<file path="src/rtl/mc_controller_if.sv">
// Control bus between the multicycle controller and its datapath.
// The master side is the controller; the slave side is the datapath.
interface mc_controller_if;
    logic [5:0] op;
    logic [5:0] funct;
    logic       zero;
    logic [3:0] alucontrol;
    logic       pcen;
    logic       memwrite;
    logic       irwrite;
    logic       regwrite;
    logic       iord;
    logic       alusrca;
    logic       regdst;
    logic       memtoreg;
    logic [1:0] alusrcb;
    logic [1:0] pcsrc;
    logic [3:0] state;

    modport master (
        input  op, funct, zero,
        output alucontrol, pcen, memwrite, irwrite, regwrite, iord,
               alusrca, regdst, memtoreg, alusrcb, pcsrc, state
    );

    modport slave (
        output op, funct, zero,
        input  alucontrol, pcen, memwrite, irwrite, regwrite, iord,
               alusrca, regdst, memtoreg, alusrcb, pcsrc, state
    );
endinterface

</file>
<file path="src/rtl/mc_controller.sv">
// Moore FSM controller for a multicycle MIPS-subset datapath.
// Only storage is the 4-bit state register; everything else decodes from it.
module mc_controller (
    input  logic             clk,
    input  logic             reset,
    mc_controller_if.master  bus
);
    typedef enum logic [3:0] {
        FETCH   = 4'd0,
        DECODE  = 4'd1,
        MEMADR  = 4'd2,
        MEMRD   = 4'd3,
        MEMWB   = 4'd4,
        MEMWR   = 4'd5,
        RTYPEEX = 4'd6,
        RTYPEWB = 4'd7,
        BEQEX   = 4'd8,
        ADDIEX  = 4'd9,
        ADDIWB  = 4'd10,
        JEX     = 4'd11
    } state_t;

    localparam logic [3:0] ALU_ADD = 4'b0010;
    localparam logic [3:0] ALU_SUB = 4'b0110;
    localparam logic [3:0] ALU_AND = 4'b0000;
    localparam logic [3:0] ALU_OR  = 4'b0001;
    localparam logic [3:0] ALU_SLT = 4'b0111;
    localparam logic [3:0] ALU_SLL = 4'b1000;

    state_t     st, st_nx;
    logic       pcwrite, branch;
    logic       funct_ok;
    logic [3:0] funct_alu;

    always_ff @(posedge clk) begin
        if (!reset) st <= FETCH;
        else        st <= st_nx;
    end

    // R-type function decode; unknown functs fall back to add and suppress writeback.
    always_comb begin
        funct_ok  = 1'b1;
        funct_alu = ALU_ADD;
        case (bus.funct)
            6'b100000: funct_alu = ALU_ADD;
            6'b100010: funct_alu = ALU_SUB;
            6'b100100: funct_alu = ALU_AND;
            6'b100101: funct_alu = ALU_OR;
            6'b101010: funct_alu = ALU_SLT;
            6'b000000: funct_alu = ALU_SLL;
            default:   funct_ok  = 1'b0;
        endcase
    end

    always_comb begin
        st_nx          = FETCH;
        pcwrite        = 1'b0;
        branch         = 1'b0;
        bus.alucontrol = ALU_ADD;
        bus.memwrite   = 1'b0;
        bus.irwrite    = 1'b0;
        bus.regwrite   = 1'b0;
        bus.iord       = 1'b0;
        bus.alusrca    = 1'b0;
        bus.regdst     = 1'b0;
        bus.memtoreg   = 1'b0;
        bus.alusrcb    = 2'b00;
        bus.pcsrc      = 2'b00;
        case (st)
            FETCH: begin
                bus.irwrite = 1'b1;
                pcwrite     = 1'b1;
                bus.alusrcb = 2'b01;
                st_nx       = DECODE;
            end
            DECODE: begin
                bus.alusrcb = 2'b11;
                case (bus.op)
                    6'b100011, 6'b101011: st_nx = MEMADR;
                    6'b000000:            st_nx = RTYPEEX;
                    6'b000100:            st_nx = BEQEX;
                    6'b001000:            st_nx = ADDIEX;
                    6'b000010:            st_nx = JEX;
                    default:              st_nx = FETCH;
                endcase
            end
            MEMADR: begin
                bus.alusrca = 1'b1;
                bus.alusrcb = 2'b10;
                st_nx       = (bus.op == 6'b100011) ? MEMRD : MEMWR;
            end
            MEMRD: begin
                bus.iord = 1'b1;
                st_nx    = MEMWB;
            end
            MEMWB: begin
                bus.memtoreg = 1'b1;
                bus.regwrite = 1'b1;
            end
            MEMWR: begin
                bus.iord     = 1'b1;
                bus.memwrite = 1'b1;
            end
            RTYPEEX: begin
                bus.alusrca    = 1'b1;
                bus.alucontrol = funct_alu;
                st_nx          = RTYPEWB;
            end
            RTYPEWB: begin
                bus.regdst   = 1'b1;
                bus.regwrite = funct_ok;
            end
            BEQEX: begin
                bus.alusrca    = 1'b1;
                bus.alucontrol = ALU_SUB;
                branch         = 1'b1;
                bus.pcsrc      = 2'b01;
            end
            ADDIEX: begin
                bus.alusrca = 1'b1;
                bus.alusrcb = 2'b10;
                st_nx       = ADDIWB;
            end
            ADDIWB: bus.regwrite = 1'b1;
            JEX: begin
                pcwrite   = 1'b1;
                bus.pcsrc = 2'b10;
            end
            default: st_nx = FETCH;
        endcase
    end

    assign bus.pcen  = pcwrite | (branch & bus.zero);
    assign bus.state = st;
endmodule

</file>
<file path="src/flat_wrapper.sv">
// flat-port wrapper written by rule: the top's interface ports become plain ports
module mc_controller_flat 
  (clk, reset, bus_op, bus_funct, bus_zero, bus_alucontrol, bus_pcen, bus_memwrite, bus_irwrite, bus_regwrite, bus_iord, bus_alusrca, bus_regdst, bus_memtoreg, bus_alusrcb, bus_pcsrc, bus_state);
  mc_controller_if bus_i ();
  input  logic clk;
  input  logic reset;
  input wire logic [$bits(bus_i.op)-1:0] bus_op;
  input wire logic [$bits(bus_i.funct)-1:0] bus_funct;
  input wire logic [$bits(bus_i.zero)-1:0] bus_zero;
  output wire logic [$bits(bus_i.alucontrol)-1:0] bus_alucontrol;
  output wire logic [$bits(bus_i.pcen)-1:0] bus_pcen;
  output wire logic [$bits(bus_i.memwrite)-1:0] bus_memwrite;
  output wire logic [$bits(bus_i.irwrite)-1:0] bus_irwrite;
  output wire logic [$bits(bus_i.regwrite)-1:0] bus_regwrite;
  output wire logic [$bits(bus_i.iord)-1:0] bus_iord;
  output wire logic [$bits(bus_i.alusrca)-1:0] bus_alusrca;
  output wire logic [$bits(bus_i.regdst)-1:0] bus_regdst;
  output wire logic [$bits(bus_i.memtoreg)-1:0] bus_memtoreg;
  output wire logic [$bits(bus_i.alusrcb)-1:0] bus_alusrcb;
  output wire logic [$bits(bus_i.pcsrc)-1:0] bus_pcsrc;
  output wire logic [$bits(bus_i.state)-1:0] bus_state;
  assign bus_i.op = bus_op;
  assign bus_i.funct = bus_funct;
  assign bus_i.zero = bus_zero;
  assign bus_alucontrol = bus_i.alucontrol;
  assign bus_pcen = bus_i.pcen;
  assign bus_memwrite = bus_i.memwrite;
  assign bus_irwrite = bus_i.irwrite;
  assign bus_regwrite = bus_i.regwrite;
  assign bus_iord = bus_i.iord;
  assign bus_alusrca = bus_i.alusrca;
  assign bus_regdst = bus_i.regdst;
  assign bus_memtoreg = bus_i.memtoreg;
  assign bus_alusrcb = bus_i.alusrcb;
  assign bus_pcsrc = bus_i.pcsrc;
  assign bus_state = bus_i.state;
  mc_controller u_core (.clk(clk), .reset(reset), .bus(bus_i));
endmodule
</file>
<file path="config.mk">
export PLATFORM = sky130hd
export DESIGN_NAME = mc_controller_flat
export DESIGN_NICKNAME = d
export VERILOG_FILES = /design/src/rtl/mc_controller_if.sv /design/src/rtl/mc_controller.sv /design/src/flat_wrapper.sv
export SDC_FILE = /design/constraint.sdc
export NUM_CORES = 1
export LEC_CHECK = 0
export CAP_MARGIN = 20
export CORE_MARGIN = 1.5
export CORE_UTILIZATION = 33
export DETAILED_ROUTE_END_ITERATION = 12
export MAX_ROUTING_LAYER = met4
export PLACE_DENSITY = 0.82
export SYNTH_ARGS = -nofsm -noshare
export SYNTH_HDL_FRONTEND = slang
export SYNTH_SLANG_ARGS = --single-unit
</file>
<file path="constraint.sdc">
create_clock -name clk -period 1.8 [get_ports clk]
set_input_delay 0.36 -clock clk [delete_from_list [all_inputs] [get_ports clk]]
set_output_delay 0.36 -clock clk [all_outputs]
set_load 0.02 [all_outputs]
</file>
=== Word-level counts from Yosys, hierarchy flattened ===
Cells that the tools add are included.

* Equality and inequality tests: 21
* Muxes and demuxes: 17
* Bitwise gates (word level): 2
* Reduce and logical (&&, ||, !) cells: 10

{| class="wikitable"
|+ Operators by type and width
! kind !! number
|-
| 6-bit == test (second input constant) || 7
|-
| 4-bit case mux with 5 select lines || 2
|-
| 4-bit case mux with 6 select lines || 1
|-
| 4-bit by 3-bit == test with 1-bit output (second input constant) || 4
|-
| 4-bit == test (second input constant) || 4
|-
| 6-bit zero test || 2
|-
| 2-bit OR reduction || 5
|-
| 1-bit 2-to-1 mux || 9
|-
| 4-bit by 2-bit == test with 1-bit output (second input constant) || 2
|-
| 4-bit case mux with 2 select lines || 1
|-
| 6-bit by 2-bit == test with 1-bit output (second input constant) || 1
|-
| 6-bit by 3-bit == test with 1-bit output (second input constant) || 1
|-
| 6-bit by 4-bit == test with 1-bit output (second input constant) || 1
|-
| 2-bit case mux with 3 select lines || 1
|-
| 6-bit OR reduction || 1
|-
| 4-bit by 1-bit == test with 1-bit output (second input constant) || 1
|-
| 4-bit zero test || 1
|-
| 2-bit case mux with 2 select lines || 1
|-
| 4-bit OR reduction || 1
|-
| 3-bit 2-to-1 mux || 1
|-
| 1-bit case mux with 2 select lines || 1
|-
| 1-bit AND || 1
|-
| 1-bit OR || 1
|}

* Register bits: 4
* Input port bits: 15
* Word-level logic and storage cells: 51

=== Depth between registers and ports, before layout ===
Gate-level depths: netlist (run 1).

* Word-level depth: 4
* Depth in mapped cells: 5
* Gate-level depth less buffers: 4

=== Worst setup path after synthesis (run 1) ===
No wires, ideal clock.

* Path kind: register -> output
* Start: reg u_core.st[2], in the netlist u_core.bus.state[2]
* End: out bus_alucontrol[2]
* Arrival: 1.630 ns
* Slack: -0.190 ns
* Stages on the path, launching flop included: 6
* Path buffers: 1
* Cell sequence: dfxtp_1 -> buf_1 -> inv_1 -> nand2_1 -> nor3_1 -> a41o_1

* Cells in the longest elaborated chain, start to end: 2

{| class="wikitable"
|+ RTL lines
! what !! RTL line !! source
|-
| start: declaration || mc_controller.sv:30 || <nowiki>state_t st, st_nx;</nowiki>
|-
| start signal: assignment || mc_controller.sv:37 || <nowiki>else st <= st_nx;</nowiki>
|-
| 4-bit == test or 4-bit by 3-bit == test with 1-bit output (tied branches) || mc_controller.sv:69 || <nowiki>case (st)</nowiki>
|-
| 4-bit case mux with 2 select lines * || mc_controller.sv:69 ||
|-
| end: declaration || flat_wrapper.sv:10 || <nowiki>output wire logic [$bits(bus_i.alucontrol)-1:0] bus_alucontrol;</nowiki>
|}

Mark *: on every way between the ends. The rest lies on a longest branch, timed or not.

=== Final worst setup path (run 1) ===
* Start: reg u_core.st[0], in the netlist u_core.bus.state[0]
* End: out bus_alucontrol[0]

The elaborated chain is that of the path after synthesis.

==> flow_metrics.env, run 1 <==
export IMPL_ys_ff_latch=4
export IMPL_syn_num_nets=88
export IMPL_yosys_warnings=0
export IMPL_min_period_ns=1.85
export IMPL_power_total_uw=371
export IMPL_dr_wl_met3_um=100
export IMPL_post_route_util_pct=81.8
export IMPL_drv_slew=0
export IMPL_cp_required_ns=1.44
export IMPL_start_kind="flop"
export IMPL_cts_tree="built"
export IMPL_grt_total_usage_pct=23.1
export IMPL_grt_pass1_vias=810
export IMPL_cp_startpoint="u_core.bus.state[0]"
export IMPL_design_area_um2=1100
export IMPL_rr_worst_depth=6
export IMPL_routed_via_density=5.57
export IMPL_routed_wl_mm=2.12
export IMPL_powerDensity_nw_per_um2=336
export IMPL_hold_viol=0
export IMPL_vias=807
export IMPL_syn_to_final_growth_pct=123
export IMPL_postCtsSetupBuffers=0
export IMPL_cts_root_buf="clkbuf_4"
export IMPL_fin_ws_ns=-0.0530
export IMPL_die_h_um=41.8
export IMPL_synth_area_top_cells="dfxtp_1, nor2_1, nor3_1, o21ai_0, a21oi_1"
export IMPL_arrival_ns=1.49
export IMPL_ff_latch_area_um2=83.8
export IMPL_fp_dieW_um=41.8
export IMPL_synth_edf_count=0
export IMPL_drtPass1Iterations=4
export IMPL_antenna_cells=0
export IMPL_dp_hpwl_mm=1.50
export IMPL_crit_end="bus_alucontrol[0]"
export IMPL_critPathMaxFanout=4
export IMPL_leakage_uw=0.000525
export IMPL_met2_length_mm=1.21
export IMPL_grt_max_degree=15
export IMPL_asyncSetResetFlopFracSynth_pct=0
export IMPL_numCtsBuffers=3
export IMPL_reg2reg_from="u_core.bus.state[1]"
export IMPL_multi_input_area_um2=463
export IMPL_place_congestion=0.880
export IMPL_port_buffers=34
export IMPL_cts_sinks=4
export IMPL_final_common_cell="buf_4"
export IMPL_antenna_found_initial=0
export IMPL_worst_setup_path_end_kind="primary output"
export IMPL_highest_layer="met4"
export IMPL_r2r_end="u_core.bus.state[0]"
export IMPL_drt_met1_wl_um=792
export IMPL_largest_register_ffs=4
export IMPL_postPlaceCellArea_um2=1040
export IMPL_hp_start="u_core.bus.state[3]"
export IMPL_synth_seq_area_share_pct=16.2
export IMPL_grt_pass1_wl_mm=3.16
export IMPL_yosysUniqueCellTypes=33
export IMPL_worst_pin_slew_ns=0.422
export IMPL_drive_gt1_share_pct=46.9
export IMPL_synth_flop_cell="dfxtp_1"
export IMPL_ir_drop_mv=0.257
export IMPL_final_cell_mix="buf_4, clkdlybuf4s50_1, buf_6"
export IMPL_yosysTopAreaCell="dfxtp_1"
export IMPL_rsz0062_at_grt="yes"
export IMPL_clock_path_buffers=2
export IMPL_path_cells="or3b_4 > nor3_4 > nand2_1 > nor2_2 > buf_6"
export IMPL_hold_class="flop to flop"
export IMPL_violations="negative setup slack"
export IMPL_fp_dieArea_um2=1740
export IMPL_synthCells=73
export IMPL_regToRegSetupSlack_ns=0.19
export IMPL_h_tree_depth=1
export IMPL_fin_skew_ns=0.00493
export IMPL_max_freq_mhz=540
export IMPL_slowest_stage="or3b_4"
export IMPL_cap_violations=0
export IMPL_critPathMaxStageDelay_ns=0.41
export IMPL_fill_cells=94
export IMPL_fp_row_count=13
export IMPL_start_util_pct=36.7
export IMPL_syn_area_per_cell_um2=6.79
export IMPL_crit_type="flop to primary output"
export IMPL_coreArea_um2=1350
export IMPL_num_io_pins=35
export IMPL_clkLatencyLatePin_ns=0.24
export IMPL_synth_top_area_share_pct=16.2
export IMPL_final_nets=147
export IMPL_drc=0
export IMPL_pre_cts_ws_ns=-0.584
export IMPL_fin_crit_sh_pct=103
export IMPL_hold_buffers=0
export IMPL_clkTransAtPathRegs_ns=0.04
export IMPL_ant_nets=0
export IMPL_drt_iter0_drc=9
export IMPL_setup_viol=4
export IMPL_wl_per_cell_um=14.6
export IMPL_syn_area_um2=495
export IMPL_grt_overflow_total=0
export IMPL_relSlewSlack_pct=71.5
export IMPL_run_status="finished, violations left"
==> synthesized netlist by cell type (2+ instances only) <==
master / n
a211oi_1: 2
a21o_1: 2
a21oi_1: 4
a31oi_1: 2
and3_1: 2
buf_1: 3
dfxtp_1: 4
inv_1: 2
nand2_1: 4
nand2b_1: 3
nand3_1: 2
nor2_1: 9
nor3_1: 6
nor4_1: 3
o21ai_0: 5
or3_1: 2
xnor2_1: 2
==> metal layers <==
metal / track usage, % / up-vias
met3: 4.78 / 2
met2: 46.6 / 34
li1: - / 395
met5: - / -
met4: 7.10 / 0
met1: 21.0 / 376
==> cells by family after synthesis <==
family	count (synthesis)	share of synthesized area, %
DFF	4	16.2
AOI/OAI and AO/OA	23	32.6
and+or+nand+nor	36	39.1
buffers and inverters	6	4.55
muxes	1	2.27
xor gates and xnor gates	3	5.30
==> cell type report <==
type,count,share of cell area (%)
timing repair buffer,58,46.1
multi-input combinational,63,41.9
sequential,4,7.59
clock buffer,3,2.04
tap,15,1.70
inverter,2,0.680
==> how the worst min path moves through the flow <==
stage	depth (start not counted)	end	slack, ns
CTS	2	u_core.bus.state[0]	0.61
floorplan	1	u_core.bus.state[3]	0.49
detailed placement	2	u_core.bus.state[0]	0.62
finish	2	u_core.bus.state[0]	0.58
global placement	2	u_core.bus.state[0]	0.61
global route	2	u_core.bus.state[0]	0.60
==> metrics by stage <==
| stage | hold slack [ns] | TNS [ns] | instances |
|---|---|---|---|
| after floorplan | 0.493 | 0 | 73 |
| after detailed placement | 0.616 | -4.44 | 142 |
| after global routing | 0.601 | -0.399 | 145 |
| final | 0.577 | -0.159 | 145 |
| after CTS | 0.611 | -0.457 | 145 |
| after global placement | 0.615 | -3.92 | 142 |
==> worst max-delay path, delay by kind of cell, from the launching register on <==
family / cells / cell delay, ns
flip-flops: 1 / 0.32
buffers and inverters: 1 / 0.12
AND/OR/NAND/NOR: 4 / 0.82
==> repair_timing <==
item                       4_1_cts  5_1_grt
pin swaps                        5        5
cloned                           0        0
resized for setup               62       33
setup endpoints to repair       17       18
==> power by group <==
group          internal, µW  switching, µW
clock                  74.8           39.9
combinational          83.0           78.7
sequential             92.4           2.19
Power figures use the tool's default switching activity.
==> run 2: changes to the inputs <==
--- a/config.mk
+++ b/config.mk
@@ -8,6 +8,7 @@
 export CAP_MARGIN = 20
 export CORE_MARGIN = 1.5
 export CORE_UTILIZATION = 33
+export CTS_CLUSTER_DIAMETER = 100
 export DETAILED_ROUTE_END_ITERATION = 12
 export MAX_ROUTING_LAYER = met4
 export PLACE_DENSITY = 0.82
==> results of run 2 <==
No change in the layout: final DEF, timing and power equal those of run 1.
